[src/rtl/branch_target_buffer_pkg.sv]
// Shared branch-prediction definitions: counter encodings, NPC select codes,
// default BTB geometry and the tag/index split helpers.
package branch_target_buffer_pkg;

  localparam int BTB_AW      = 32;
  localparam int BTB_ENTRIES = 16;

  typedef enum logic [1:0] {
    BP_SNT = 2'b00,
    BP_WNT = 2'b01,
    BP_WT  = 2'b10,
    BP_ST  = 2'b11
  } bp_ctrl_e;

  typedef enum logic [1:0] {
    NPC_SEQ  = 2'b00,
    NPC_PRED = 2'b01,
    NPC_RES  = 2'b10,
    NPC_EXC  = 2'b11
  } npc_sel_e;

  typedef enum logic {
    BTB_IDLE  = 1'b0,
    BTB_SWEEP = 1'b1
  } btb_state_e;

  function automatic int btb_idx_w(input int entries);
    return $clog2(entries);
  endfunction

  function automatic int btb_tag_w(input int aw, input int entries);
    return aw - $clog2(entries) - 2;
  endfunction

endpackage

[src/rtl/btb_entry_array.sv]
// BTB entry storage: valid vector, tag/target/ctrl arrays,
// single-entry sweep clear and write-first read path.
module btb_entry_array
  import branch_target_buffer_pkg::*;
#(
  parameter int AW      = BTB_AW,
  parameter int ENTRIES = BTB_ENTRIES,
  parameter int IDX_W   = btb_idx_w(ENTRIES),
  parameter int TAG_W   = btb_tag_w(AW, ENTRIES)
) (
  input  logic             clk,
  input  logic             rst,
  input  logic [IDX_W-1:0] rd_idx,
  input  logic [TAG_W-1:0] rd_tag,
  input  logic             wr_en,
  input  logic [IDX_W-1:0] wr_idx,
  input  logic [TAG_W-1:0] wr_tag,
  input  logic [AW-1:0]    wr_target,
  input  logic [1:0]       wr_ctrl,
  input  logic             clr_en,
  input  logic [IDX_W-1:0] clr_idx,
  output logic             rd_hit,
  output logic [AW-1:0]    rd_target,
  output logic [1:0]       rd_ctrl
);

  logic [ENTRIES-1:0] valid_q;
  logic [TAG_W-1:0]   tag_q    [ENTRIES];
  logic [AW-1:0]      target_q [ENTRIES];
  logic [1:0]         ctrl_q   [ENTRIES];

  logic             fwd;
  logic             e_valid;
  logic [TAG_W-1:0] e_tag;

  always_ff @(posedge clk) begin
    if (rst) begin
      valid_q <= '0;
    end else begin
      if (wr_en) valid_q[wr_idx] <= 1'b1;
      if (clr_en) valid_q[clr_idx] <= 1'b0;
    end
  end

  always_ff @(posedge clk) begin
    if (wr_en) begin
      tag_q[wr_idx]    <= wr_tag;
      target_q[wr_idx] <= wr_target;
      ctrl_q[wr_idx]   <= wr_ctrl;
    end
  end

  // A write landing this edge is visible to the lookup made in the same cycle.
  always_comb begin
    fwd       = wr_en && (wr_idx == rd_idx);
    e_valid   = valid_q[rd_idx];
    e_tag     = tag_q[rd_idx];
    rd_target = target_q[rd_idx];
    rd_ctrl   = ctrl_q[rd_idx];
    if (fwd) begin
      e_valid   = 1'b1;
      e_tag     = wr_tag;
      rd_target = wr_target;
      rd_ctrl   = wr_ctrl;
    end
    rd_hit = e_valid && (e_tag == rd_tag);
  end

endmodule

[src/rtl/branch_target_buffer.sv]
// Direct-mapped tagged BTB: invalidate-sweep FSM, registered lookup response.
// Optional hit/miss counters are built when BTB_PERF_CNT_EN is defined.
module branch_target_buffer
  import branch_target_buffer_pkg::*;
#(
  parameter int AW      = BTB_AW,
  parameter int ENTRIES = BTB_ENTRIES
) (
  input  logic          clk,
  input  logic          rst,
  input  logic          lookup_valid,
  input  logic [AW-1:0] lookup_pc,
  output logic          resp_valid,
  output logic          pc_match_valid,
  output logic [AW-1:0] pred_target,
  output logic [1:0]    pred_ctrl,
  output logic          pred_taken,
  input  logic          upd_en,
  input  logic [AW-1:0] upd_pc,
  input  logic [AW-1:0] upd_target,
  input  logic [1:0]    upd_ctrl,
  input  logic          inv_all,
  output logic          busy
`ifdef BTB_PERF_CNT_EN
  ,
  output logic [31:0]   hit_count,
  output logic [31:0]   miss_count
`endif
);

  localparam int IDX_W = btb_idx_w(ENTRIES);
  localparam int TAG_W = btb_tag_w(AW, ENTRIES);
  localparam logic [IDX_W-1:0] LAST = IDX_W'(ENTRIES - 1);

  btb_state_e       state_q, state_d;
  logic [IDX_W-1:0] ptr_q, ptr_d;
  logic             clr_en;

  logic             wr_en;
  logic             rd_hit;
  logic [AW-1:0]    rd_target;
  logic [1:0]       rd_ctrl;
  logic             hit;

  logic             resp_q;
  logic             hit_q;
  logic [AW-1:0]    target_q;
  logic [1:0]       ctrl_q;

  assign busy  = (state_q == BTB_SWEEP);
  assign wr_en = upd_en && !busy;
  assign hit   = rd_hit && !busy;

  always_ff @(posedge clk) begin
    if (rst) begin
      state_q <= BTB_IDLE;
      ptr_q   <= '0;
    end else begin
      state_q <= state_d;
      ptr_q   <= ptr_d;
    end
  end

  always_comb begin
    state_d = state_q;
    ptr_d   = ptr_q;
    clr_en  = 1'b0;
    unique case (state_q)
      BTB_IDLE: begin
        if (inv_all) begin
          state_d = BTB_SWEEP;
          ptr_d   = '0;
        end
      end
      BTB_SWEEP: begin
        clr_en = 1'b1;
        ptr_d  = ptr_q + 1'b1;
        if (ptr_q == LAST) state_d = BTB_IDLE;
      end
      default: state_d = BTB_IDLE;
    endcase
  end

  btb_entry_array #(
    .AW      (AW),
    .ENTRIES (ENTRIES),
    .IDX_W   (IDX_W),
    .TAG_W   (TAG_W)
  ) u_array (
    .clk       (clk),
    .rst       (rst),
    .rd_idx    (lookup_pc[IDX_W+1:2]),
    .rd_tag    (lookup_pc[AW-1:IDX_W+2]),
    .wr_en     (wr_en),
    .wr_idx    (upd_pc[IDX_W+1:2]),
    .wr_tag    (upd_pc[AW-1:IDX_W+2]),
    .wr_target (upd_target),
    .wr_ctrl   (upd_ctrl),
    .clr_en    (clr_en),
    .clr_idx   (ptr_q),
    .rd_hit    (rd_hit),
    .rd_target (rd_target),
    .rd_ctrl   (rd_ctrl)
  );

  // Prediction fields hold between lookups; only the valid flags track resp.
  always_ff @(posedge clk) begin
    if (rst) begin
      resp_q   <= 1'b0;
      hit_q    <= 1'b0;
      target_q <= '0;
      ctrl_q   <= BP_SNT;
    end else begin
      resp_q <= lookup_valid;
      if (lookup_valid) begin
        hit_q    <= hit;
        target_q <= hit ? rd_target : '0;
        ctrl_q   <= hit ? rd_ctrl : BP_SNT;
      end
    end
  end

  assign resp_valid     = resp_q;
  assign pc_match_valid = resp_q && hit_q;
  assign pred_target    = target_q;
  assign pred_ctrl      = ctrl_q;
  assign pred_taken     = pc_match_valid && ctrl_q[1];

`ifdef BTB_PERF_CNT_EN
  always_ff @(posedge clk) begin
    if (rst) begin
      hit_count  <= '0;
      miss_count <= '0;
    end else if (resp_q) begin
      if (hit_q) begin
        if (hit_count != 32'hFFFF_FFFF) hit_count <= hit_count + 32'd1;
      end else begin
        if (miss_count != 32'hFFFF_FFFF) miss_count <= miss_count + 32'd1;
      end
    end
  end
`endif

endmodule

[config.mk]
export PLATFORM = sky130hd
export DESIGN_NAME = branch_target_buffer
export DESIGN_NICKNAME = d
export VERILOG_FILES = /design/src/rtl/branch_target_buffer_pkg.sv /design/src/rtl/btb_entry_array.sv /design/src/rtl/branch_target_buffer.sv
export SDC_FILE = /design/constraint.sdc
export NUM_CORES = 1
export LEC_CHECK = 0
export BUFFER_PORTS_ARGS = -buffer_cell sky130_fd_sc_hd__buf_2
export CORE_AREA = 3 3 341 343
export DETAILED_ROUTE_END_ITERATION = 10
export DIE_AREA = 0 0 344 346
export SYNTH_ARGS = -nofsm -noshare
export SYNTH_HDL_FRONTEND = slang
export SYNTH_HIERARCHICAL = 1
export SYNTH_SLANG_ARGS = --single-unit
[constraint.sdc]
create_clock -name clk -period 6.4 [get_ports clk]
set_clock_uncertainty 0.15 [all_clocks]
set_input_delay 0 -clock clk [delete_from_list [all_inputs] [get_ports clk]]
set_output_delay 0 -clock clk [all_outputs]
set_load 0.005 [all_outputs]
==> flow_summary.yaml <==
run_status:
  status: "finished, final reports clean"
timing:
  tightest_slew_ps: 1154
  finalCritPeriodShare_pct: 73.33
  maxSlewHeadroom_pct: 22.91
  min_period_ps: 4693
  fin_setup_tns_ps: 0
  final-hold-violation-count: 0
  setup_violations: 0
  slew_viol_final: 0
  fmax_mhz: 213.1
  rsz0062_at_grt: "false"
cts:
  cts_hold_buf: 72
  cts-htree-levels: 3
  cts_buffer_depth: 3
  insertion_delay_ps: 680
  cts_num_sinks: 1017
  cts_made_buffers: 105
  ctsResizeCount: 0
  cts_tree: "done"
  root_buffer: "clkbuf_16"
  cts_setup_buffers: 0
  path_clk_slew_ps: 50
cells_and_area:
  syn2layout_area_growth_pct: 16.80
  finalNonFillerCells: 3744
  final_nets: 2249
  final_core_util_pct: 40.62
  drive_gt1_share_pct: 29.28
route:
  wl_per_cell_um: 26.15
  post-route-drc-count: 0
  vias_per_cell: 5.346
  ant_nets: 0
  vias: 20016
  routed_wl_mm: 97.92
  first_pass_iters: 6
  dr.first_iter.drc_count: 1860
floorplanning:
  core_mm2: 0.1139
  fp.dieW_um: 344
  chipHeight_um: 346
  die_area_mm2: 0.1190
  start_util_pct: 34.78
  fp-row-count: 124
  io_pins: 141
synth:
  synth_nets: 1978
  async_flop_share_pct: 0
  syn_area_mm2: 0.03960
  ys_ff_latch: 1017
  synthTopCellsByCount: "edfxtp_1 (960), mux4_2 (262), nand2_1 (128), dfxtp_1 (57), nor2_1 (44)"
  avgSynthCellArea_um2: 21.13
  ys_seq_area_share_pct: 75.67
  ys.flop_type: "edfxtp_1"
  synth.largest_area_cell: "edfxtp_1"
  synth_top_cells_by_area: "edfxtp_1 (73%), mux4_2 (15%), dfxtp_1 (2.9%), nand2_1 (1.2%), a22o_1 (0.71%)"
  yosysWarnings: 6
  synth_enable_flop_cells: 960
  synthCells: 1874
  yosysTopAreaCellShare_pct: 72.79
  ys_types: 63
  synth.most_common_cell: "edfxtp_1"
pwr:
  powerDensity_mw_per_mm2: 299.5
  peakVddDrop_mv: 0.2067
  p_leak_nw: 14.89
global_route:
  grt_max_degree: 83
  grt_remaining_overflow: 0
  antenna_found_initial: 14
  grt_pass1_wl_mm: 143.4
  grt_use_total_pct: 16.39
  first_global_vias: 20972
critical_path:
  r2r-end: "pred_target[6]"
  ff2ff_path_depth: 11
  r2r-start: "busy"
  cp_slowest_cell: "or2_2"
  critPathArrivalTime_ps: 5140
  cp_data_required_time_ps: 6850
  start_kind: "flop"
  r2r_slack_ps: 1710
  crit_chain: "nor2b_1 -> nand2_1 -> or2_2 -> mux2i_1 -> a32oi_1 -> nand4_1 -> a2111oi_2 -> buf_4 -> and3b_2 -> buf_4 -> a22o_1"
  path_class: "flop to flop"
  path_max_fanout: 25
  crit_path_end_kind: "flop"
  crit_top_cell: "buf_4"
  cpPeakStageDelay_ps: 690
flow_run:
  max_cap_viol_count: 0
hold_path:
  hold_depth: 5
  min-delay-start: "inv_all"
  min_to: "ptr_q[1]"
  hp-class: "input port to flop"
place:
  io_buffers: 136
  place_congestion: 0.7878
  hpwl_mm: 55.14
  place_inst: 3478
## worst max-delay path: cells and delay by family, from the launching register on
| family | cells | cell delay [ps] |
|---|---|---|
| flops | 1 | 450 |
| simple gates | 5 | 2310 |
| mux | 1 | 210 |
| buf+inv | 2 | 560 |
| compound gates | 3 | 880 |
## sequential cells by signal, summed over array words and instances, names as in the netlist, 2 cells and up
register          cells
pred_ctrl             2
pred_target          32
ptr_q                 4
u_array/ctrl_q       32
u_array/tag_q       416
u_array/target_q    512
u_array/valid_q      16
## through the flow
stage / hold slack [ps] / total power [mW] / area [um2] / setup slack [ps]
after global routing: 80.93 / 14.31 / 46250 / 1462
final: 59.68 / 13.85 / 46250 / 1707
after detailed placement: 163.8 / 8.225 / 42300 / 1363
after global placement: 159.9 / 8.204 / 42300 / 1396
after CTS: 44.84 / 13.99 / 46240 / 1638
after floorplan: -51.13 / 7.933 / 39600 / 266.9
## how the worst max path moves through the flow
| stage | from | end | depth (start not counted) |
|---|---|---|---|
| after floorplan | busy | u_array/ctrl_q[0][0] | 4 |
| after global placement | lookup_pc[2] | pred_target[5] | 13 |
| after detailed placement | lookup_pc[2] | pred_target[4] | 13 |
| after CTS | busy | pred_target[4] | 11 |
| after global routing | busy | pred_target[6] | 11 |
| final | busy | pred_target[6] | 11 |
## power by group
part | total (mW) | switching (mW) | internal, mW
Combinational | 0.758 | 0.444 | 0.313
Clock | 5.74 | 2.46 | 3.28
Sequential | 7.36 | 0.0157 | 7.34
Total | 13.9 | 2.92 | 10.9
## area by class of cell
cell class,count,area (um2)
Timing Repair Buffer,264,1907
Clock inverter,55,467.9
Clock buffer,134,2758
Sequential cell,1017,29970
Fill cell,10024,67620
Multi-Input combinational cell,738,9176
Antenna cell,5,12.51
Inverter,19,72.57
Tap cell,1512,1892
## metal layers
layer | vias to the layer above | global-route usage [%] | wire [um]
met4 | 12 | 4.440 | 2407
li1 | 8388 | - | -
met2 | 738 | 26.85 | 47830
met5 | - | 0 | 89
met3 | 182 | 3.144 | 6592
met1 | 10696 | 22.45 | 41000
## layout by cell type (no fill, tap or decap), types with 7 or more instances in the layout
| cell type | instances |
|---|---|
| a22o_1 | 32 |
| o21ai_0 | 18 |
| nor2b_1 | 7 |
| dfxtp_1 | 57 |
| nor2_1 | 31 |
| edfxtp_1 | 960 |
| nor2_4 | 14 |
| a211oi_1 | 13 |
| clkinv_2 | 17 |
| clkinv_1 | 22 |
| xor2_1 | 12 |
| clkbuf_1 | 28 |
| nand2_1 | 128 |
| clkbuf_16 | 106 |
| buf_2 | 133 |
| dlygate4sd3_1 | 72 |
| nand3_1 | 7 |
| a22oi_1 | 25 |
| xnor2_1 | 12 |
| o22ai_1 | 15 |
| mux2i_1 | 19 |
| buf_4 | 52 |
| mux2_2 | 24 |
| inv_1 | 17 |
| a21oi_1 | 13 |
| nor3_1 | 8 |
| nand2b_1 | 13 |
| mux4_2 | 262 |
## logic make-up after synthesis
family          share of synthesized area [%]
flops                                   75.67
buf+inv                                 1.469
mux                                     16.46
compound gates                          3.096
simple gates                            2.739
fa+ha+maj                             0.03159
xor+xnor                               0.5308
Note: power is estimated with default switching activity, not from simulation.
